--- config.mk ---
export PLATFORM = sky130hd
export DESIGN_NAME = shift_seq_ctrl_amisha_flat
export DESIGN_NICKNAME = d
export VERILOG_FILES = /design/src/rtl/shift_seq_ctrl_amisha_if.sv /design/src/rtl/shift_seq_ctrl_amisha.sv /design/src/flat_wrapper.sv
export SDC_FILE = /design/constraint.sdc
export NUM_CORES = 1
export LEC_CHECK = 0
export CAP_MARGIN = 20
export CORE_ASPECT_RATIO = 1.4
export CORE_UTILIZATION = 45
export DETAILED_ROUTE_END_ITERATION = 6
export PLACE_DENSITY = 0.86
export SYNTH_ARGS = -nofsm -noshare
export SYNTH_HDL_FRONTEND = slang
export SYNTH_SLANG_ARGS = --single-unit
--- constraint.sdc ---
create_clock -name clk_amisha -period 2.27 [get_ports clk_amisha]
set_input_delay 0.5675 -clock clk_amisha [delete_from_list [all_inputs] [get_ports clk_amisha]]
set_output_delay 0.5675 -clock clk_amisha [all_outputs]
set_load 0.1 [all_outputs]
--- src/rtl/shift_seq_ctrl_amisha_if.sv ---
// Client/shift-register bundle for the shift_seq_ctrl_amisha sequencer.
// The hold_amisha signal exists only when SHIFT_CTRL_HOLD_EN is defined.
interface shift_seq_ctrl_amisha_if #(
  parameter int N_amisha = 8
);
  logic                start_amisha;
  logic                mode_amisha;
  logic                dir_amisha;
  logic [N_amisha-1:0] din_amisha;
  logic                sin_amisha;
  logic [N_amisha-1:0] q_amisha;
  logic [1:0]          ctrl_amisha;
  logic [N_amisha-1:0] d_amisha;
  logic                sout_amisha;
  logic                busy_amisha;
  logic                done_amisha;
  logic [N_amisha-1:0] dout_amisha;
`ifdef SHIFT_CTRL_HOLD_EN
  logic                hold_amisha;
`endif

`ifdef SHIFT_CTRL_HOLD_EN
  modport slave (
    input  start_amisha, mode_amisha, dir_amisha, din_amisha, sin_amisha, q_amisha, hold_amisha,
    output ctrl_amisha, d_amisha, sout_amisha, busy_amisha, done_amisha, dout_amisha
  );

  modport master (
    output start_amisha, mode_amisha, dir_amisha, din_amisha, sin_amisha, q_amisha, hold_amisha,
    input  ctrl_amisha, d_amisha, sout_amisha, busy_amisha, done_amisha, dout_amisha
  );
`else
  modport slave (
    input  start_amisha, mode_amisha, dir_amisha, din_amisha, sin_amisha, q_amisha,
    output ctrl_amisha, d_amisha, sout_amisha, busy_amisha, done_amisha, dout_amisha
  );

  modport master (
    output start_amisha, mode_amisha, dir_amisha, din_amisha, sin_amisha, q_amisha,
    input  ctrl_amisha, d_amisha, sout_amisha, busy_amisha, done_amisha, dout_amisha
  );
`endif
endinterface

--- src/rtl/shift_seq_ctrl_amisha.sv ---
// Word-transfer sequencer driving a universal shift register in TX (PISO) or RX (SIPO) mode.
// Optional feature macro SHIFT_CTRL_HOLD_EN adds hold_amisha, which pauses the SHIFT phase.
module shift_seq_ctrl_amisha #(
  parameter int N_amisha = 8
) (
  input  logic                   clk_amisha,
  input  logic                   reset_amisha,
  shift_seq_ctrl_amisha_if.slave bus
);

  localparam int CntW = $clog2(N_amisha);
  localparam logic [CntW-1:0] CntLast = CntW'(N_amisha - 1);
  localparam logic [CntW-1:0] CntOne  = CntW'(1);

  localparam logic [1:0] StIdle  = 2'd0;
  localparam logic [1:0] StLoad  = 2'd1;
  localparam logic [1:0] StShift = 2'd2;
  localparam logic [1:0] StDone  = 2'd3;

  localparam logic [1:0] CtrlHold  = 2'b00;
  localparam logic [1:0] CtrlLeft  = 2'b01;
  localparam logic [1:0] CtrlRight = 2'b10;
  localparam logic [1:0] CtrlLoad  = 2'b11;

  logic [1:0]          state_q, state_d;
  logic [CntW-1:0]     cnt_q, cnt_d;
  logic                mode_q, mode_d;
  logic                dir_q, dir_d;
  logic [N_amisha-1:0] din_q, din_d;
  logic [N_amisha-1:0] dout_q, dout_d;
  logic                holdActive;

`ifdef SHIFT_CTRL_HOLD_EN
  assign holdActive = bus.hold_amisha;
`else
  assign holdActive = 1'b0;
`endif

  always_comb begin
    state_d = state_q;
    cnt_d   = cnt_q;
    mode_d  = mode_q;
    dir_d   = dir_q;
    din_d   = din_q;
    dout_d  = dout_q;
    unique case (state_q)
      StIdle: begin
        if (bus.start_amisha) begin
          mode_d  = bus.mode_amisha;
          dir_d   = bus.dir_amisha;
          din_d   = bus.din_amisha;
          cnt_d   = '0;
          state_d = bus.mode_amisha ? StShift : StLoad;
        end
      end
      StLoad: begin
        state_d = StShift;
      end
      StShift: begin
        // A held cycle neither shifts nor counts, so it simply stretches the transfer.
        if (!holdActive) begin
          if (cnt_q == CntLast) begin
            cnt_d   = '0;
            state_d = StDone;
          end else begin
            cnt_d = cnt_q + CntOne;
          end
        end
      end
      StDone: begin
        if (mode_q) begin
          dout_d = bus.q_amisha;
        end
        state_d = StIdle;
      end
      default: begin
        state_d = StIdle;
      end
    endcase
  end

  always_ff @(posedge clk_amisha or negedge reset_amisha) begin
    if (!reset_amisha) begin
      state_q <= StIdle;
      cnt_q   <= '0;
      mode_q  <= 1'b0;
      dir_q   <= 1'b0;
      din_q   <= '0;
      dout_q  <= '0;
    end else begin
      state_q <= state_d;
      cnt_q   <= cnt_d;
      mode_q  <= mode_d;
      dir_q   <= dir_d;
      din_q   <= din_d;
      dout_q  <= dout_d;
    end
  end

  always_comb begin
    bus.ctrl_amisha = CtrlHold;
    bus.d_amisha    = '0;
    unique case (state_q)
      StLoad: begin
        bus.ctrl_amisha = CtrlLoad;
        bus.d_amisha    = din_q;
      end
      StShift: begin
        // RX replicates sin so it enters at d[0] (left) or d[N-1] (right) alike.
        if (!holdActive) begin
          bus.ctrl_amisha = dir_q ? CtrlRight : CtrlLeft;
        end
        if (mode_q) begin
          bus.d_amisha = {N_amisha{bus.sin_amisha}};
        end
      end
      default: begin
        bus.ctrl_amisha = CtrlHold;
        bus.d_amisha    = '0;
      end
    endcase
  end

  assign bus.sout_amisha = dir_q ? bus.q_amisha[0] : bus.q_amisha[N_amisha-1];
  assign bus.busy_amisha = (state_q != StIdle);
  assign bus.done_amisha = (state_q == StDone);
  assign bus.dout_amisha = dout_q;

endmodule

--- src/flat_wrapper.sv ---
// flat-port wrapper written by rule: the top's interface ports become plain ports
module shift_seq_ctrl_amisha_flat 
#(
  parameter int N_amisha = 8
)
  (clk_amisha, reset_amisha, bus_start_amisha, bus_mode_amisha, bus_dir_amisha, bus_din_amisha, bus_sin_amisha, bus_q_amisha, bus_ctrl_amisha, bus_d_amisha, bus_sout_amisha, bus_busy_amisha, bus_done_amisha, bus_dout_amisha);
  shift_seq_ctrl_amisha_if #(.N_amisha(N_amisha)) bus_i ();
  input  logic clk_amisha;
  input  logic reset_amisha;
  input wire logic [$bits(bus_i.start_amisha)-1:0] bus_start_amisha;
  input wire logic [$bits(bus_i.mode_amisha)-1:0] bus_mode_amisha;
  input wire logic [$bits(bus_i.dir_amisha)-1:0] bus_dir_amisha;
  input wire logic [$bits(bus_i.din_amisha)-1:0] bus_din_amisha;
  input wire logic [$bits(bus_i.sin_amisha)-1:0] bus_sin_amisha;
  input wire logic [$bits(bus_i.q_amisha)-1:0] bus_q_amisha;
  output wire logic [$bits(bus_i.ctrl_amisha)-1:0] bus_ctrl_amisha;
  output wire logic [$bits(bus_i.d_amisha)-1:0] bus_d_amisha;
  output wire logic [$bits(bus_i.sout_amisha)-1:0] bus_sout_amisha;
  output wire logic [$bits(bus_i.busy_amisha)-1:0] bus_busy_amisha;
  output wire logic [$bits(bus_i.done_amisha)-1:0] bus_done_amisha;
  output wire logic [$bits(bus_i.dout_amisha)-1:0] bus_dout_amisha;
  assign bus_i.start_amisha = bus_start_amisha;
  assign bus_i.mode_amisha = bus_mode_amisha;
  assign bus_i.dir_amisha = bus_dir_amisha;
  assign bus_i.din_amisha = bus_din_amisha;
  assign bus_i.sin_amisha = bus_sin_amisha;
  assign bus_i.q_amisha = bus_q_amisha;
  assign bus_ctrl_amisha = bus_i.ctrl_amisha;
  assign bus_d_amisha = bus_i.d_amisha;
  assign bus_sout_amisha = bus_i.sout_amisha;
  assign bus_busy_amisha = bus_i.busy_amisha;
  assign bus_done_amisha = bus_i.done_amisha;
  assign bus_dout_amisha = bus_i.dout_amisha;
  shift_seq_ctrl_amisha #(.N_amisha(N_amisha)) u_core (.clk_amisha(clk_amisha), .reset_amisha(reset_amisha), .bus(bus_i));
endmodule
After elaboration in Yosys (flattened, before gate mapping)
Index checks and enable logic that the tools add are counted.
- register bits: 23
- input port bits: 22
- add/subtract/negate cells: 1
- eq/ne operators: 6
- mux-type cells: 12
- reduce and logical (&&, ||, !) cells: 7
- operator list (operator ; number):
    8-bit case mux with 2 select lines ; 1
    2-bit 2-to-1 mux ; 4
    8-bit 2-to-1 mux ; 1
    2-bit case mux with 4 select lines ; 1
    2-bit AND reduction ; 4
    3-bit 2-to-1 mux ; 2
    3-bit case mux with 2 select lines ; 1
    2-bit == test (second input constant) ; 2
    2-bit case mux with 2 select lines ; 1
    2-bit nonzero test ; 2
    3-bit by 1-bit adder with 3-bit output (second input constant) ; 1
    3-bit == test (second input constant) ; 1
    2-bit by 1-bit == test with 1-bit output (second input constant) ; 1
    2-bit logical NOT ; 1
    2-bit by 1-bit inequality test with 1-bit output (second input constant) ; 1
    2-bit inequality test (second input constant) ; 1
    1-bit 2-to-1 mux ; 1

Depth between registers and ports, before layout
- depth in word-level cells: 3
- gate-level depth with buffers: 5

Least setup slack after synthesis
OpenSTA, ideal clock, no wires.
- kind: register to output
- from: register u_core.state_q[1]
- to: output bus_d_amisha[0]
- arrival time: 3168 ps
- required time: 1702 ps
- path slack: -1466 ps
- stages on the path, launching flop included: 5
- path buffers: 1
- cells stage by stage: dfrtp_1 > inv_1 > ha_1 > clkbuf_1 > a21boi_0
- cells in the longest elaborated chain, start to end: 2
- elaborated cells on any way between the ends: 3
- classes of those cells: eq/ne: 2; mux: 1
- RTL lines (item ; RTL line ; text):
    start, declared ; shift_seq_ctrl_amisha.sv:25 ; logic [1:0] state_q, state_d;
    start signal, assigned ; shift_seq_ctrl_amisha.sv:84 ; state_q <= StIdle;
    start signal, assigned ; shift_seq_ctrl_amisha.sv:91 ; state_q <= state_d;
    2-bit == test / 2-bit by 1-bit == test with 1-bit output (equally long branches) ; shift_seq_ctrl_amisha.sv:103 ; unique case (state_q)
    8-bit case mux with 2 select lines * ; shift_seq_ctrl_amisha.sv:103 ;
    end, declared ; flat_wrapper.sv:17 ; output wire logic [$bits(bus_i.d_amisha)-1:0] bus_d_amisha;
Mark *: on every way between the ends. The rest lies on a longest branch, timed or not.

Final worst setup path
- from: register u_core.state_q[0]
- to: output bus_d_amisha[5]
Same word-level chain as after synthesis.

==> summary.md <==
| Metric | Value |
|---|---|
| Crit path from | `u_core.state_q[0]` |
| Num Clock Sinks | `23` |
| Final Setup Violations | `0` |
| IO Port Bufs | `42` |
| Crit path DAT | `about 1700 ps` |
| Synth Register Bits | `23` |
| DR vias/cell | `between 5 and 6` |
| Syn Nets | `about 130` |
| Reg2reg start | `u_core.state_q[1]` |
| Final Hold Vio Count | `0` |
| Die Y | `around 63 um` |
| Nets | `180` |
| Worst Setup Start Kind | `flop` |
| CTS tree | `done` |
| Max-cap violations | `0` |
| Synth unique cells | `18` |
| Worst-path clk slew | `approximately 130 ps` |
| Initial antenna violation count | `0` |
| Die Width | `roughly 45 um` |
| # IOs | `43` |
| Seq/Total Area, Yosys | `about half` |
| EDFF count, synth | `0` |
| Post-synthesis cell area | `between 1000 and 1500 um2` |
| Final period util | `a little over nine tenths` |
| Share of layout cells above drive strength 1 | `approximately 46%` |
| Hold WS | `505 ps` |
| FFs w/ async S/R, synth | `100%` |
| Worst Skew | `between 5 and 6 ps` |
| Wire per inst | `~15 um` |
| Row count | `21` |
| Syn avg cell area | `about 12 um2` |
| CTS buffer count | `3` |
| Least-Margin Pin Slew | `322 ps` |
| Die area | `between 2000 and 3000 um2` |
| Antenna-violating nets left | `0` |
| Tmin final | `between 2000 and 2500 ps` |
| Slew Viols, Final | `0` |
| Total gr overflow | `0` |
| CP delay by family, top | `flip-flops` |
| Initial Util | `about half` |
| Vias in the first global route | `about 1000` |
| Crit end category | `output port` |
| Pre-antenna DRT Iters | `4` |
| Area of the core | `~2400 um2` |
| Crit path buf inv count | `3` |
| Worst skew pair latency | `just over 300 ps` |
| N_diodes | `0` |
| DRC | `0` |
| DR iter-0 viols | `12` |
| Hold path startpoint | `u_core.cnt_q[1]` |
| Worst path max stage delay | `around 460 ps` |
| Pin count of the biggest net entering global routing | `24` |
| GP Congestion | `roughly 0.76` |
| GRT Total Usage | `a little over a fifth` |
| Via count | `approximately 950` |
| CP Max Fanout | `8` |
| First-pass GRT wire length | `4.52 mm` |
| Synth Flop Type | `dfrtp_1` |
| Clock Tree Buf Depth | `2` |
| Status | `finished, final reports clean` |
| H-Tree Depth | `1` |
| Area added between synthesis and finish | `68.3%` |
| Mapped Cells | `approximately 100` |
| Rel. slew slack | `78.5%` |
| Slowest cell on crit path | `dfrtp_2` |
| Max Clock Freq | `~0.45 GHz` |
| Crit path kind | `flop to output port` |
| Clk root buf | `clkbuf_4` |
| Yosys warnings | `0` |
| Post-Route WL | `roughly 2.8 mm` |
| Critical Path, Cell by Cell | `inv_4 > ha_4 > nand3_4 > buf_12 > a21boi_4 > buf_12` |
| CP dominant cell by count | `buf_12` |
| RSZ-0062 raised after global routing | `yes` |
| Post-DP HPWL | `about 2.1 mm` |
| Hold Crit Class | `flop to flop` |
| Req. time, crit path | `roughly 1700 ps` |
[layout by cell type, fill, tap and decap left out, types with 4 or more instances in the layout]
master and count:
mux2_2 19, buf_4 13, ha_1 4, inv_1 4, dfrtp_1 22, mux2i_1 5
clkdlybuf4s50_1 20, a21boi_4 8, buf_12 14, o21ai_0 4, nand2_1 12
[Yosys cell counts, types with 2 or more instances]
library cell / number / area (um2)
dfrtp_1: 23 / 576
mux2_2: 19 / 214
nand2_1: 12 / 45.0
a21boi_0: 8 / 60.1
ha_1: 8 / 100
inv_1: 5 / 18.8
mux2i_1: 5 / 50.1
o21ai_0: 4 / 20.0
a21oi_1: 3 / 15.0
a32oi_1: 2 / 17.5
clkbuf_1: 2 / 7.51
nor2_1: 2 / 7.51
[timing repair]
action,CTS,global route
hold buffers,0,0
pin swaps,1,1
buffers inserted,3,2
gates resized for setup,10,1
setup endpoints to repair,10,9
[registers in the layout (all words and copies together) (netlist names)]
name                    count
u_core.bus.dout_amisha      8
u_core.cnt_q                3
u_core.din_q                8
u_core.dir_q                1
u_core.mode_q               1
u_core.state_q              2
[cell families (layout without fill, tap and decap cells)]
kind of cell,after synthesis,after routing,share of synthesized area (%)
compound gates,18,18,10.2
fa+ha+maj,8,8,8.47
mux,24,24,22.3
simple gates,19,19,8.15
buf+inv,7,57,2.22
flops,23,23,48.7
[routing by layer]
layer	vias to the layer above	global-route usage, %	routed length (um)
li1	449	-	-
met1	460	25.4	1070
met2	31	37.5	1550
met3	5	4.05	126
met4	0	7.95	35
met5	-	0	0
[path summary, 6_finish.rpt]
kind | cells after the start | to | slack, ps
max | 6 | bus_d_amisha[5] | 50
min | 2 | u_core.cnt_q[1] | 510
max reg2reg | 4 | u_core.bus.dout_amisha[0] | 710
min reg2reg | 2 | u_core.cnt_q[1] | 510
max in group asynchronous | 2 | u_core.state_q[0] | 1440
min in group asynchronous | 2 | u_core.mode_q | 590
[worst min-delay path, stage by stage, from the launching register on]
cell and delay [ps]:
dfrtp_1 370, nand2_1 50, o21ai_0 60
[metrics by stage]
stage	area (um2)	TNS (ps)	util, %	setup slack (ps)	instances
global placement	1870	-373	76.4	-47.9	174
finish	1990	0	81.4	53.8	183
CTS	1970	0	80.7	12.5	181
floorplan	1290	0	-	44.9	99
global route	1990	-13.8	81.4	-5.38	183
detailed placement	1870	-467	76.4	-67.6	174
[layout make-up]
cell class,instances,area (um2)
fill,143,454
inverter,5,21.3
timing repair buffer,48,591
tap,34,42.5
multi-input combinational,69,732
clock buffer,4,26.3
sequential,23,577
Power is left out: the tool's default activity adds up to more than one toggle a clock period on the data nets, which glitch-free logic cannot reach.
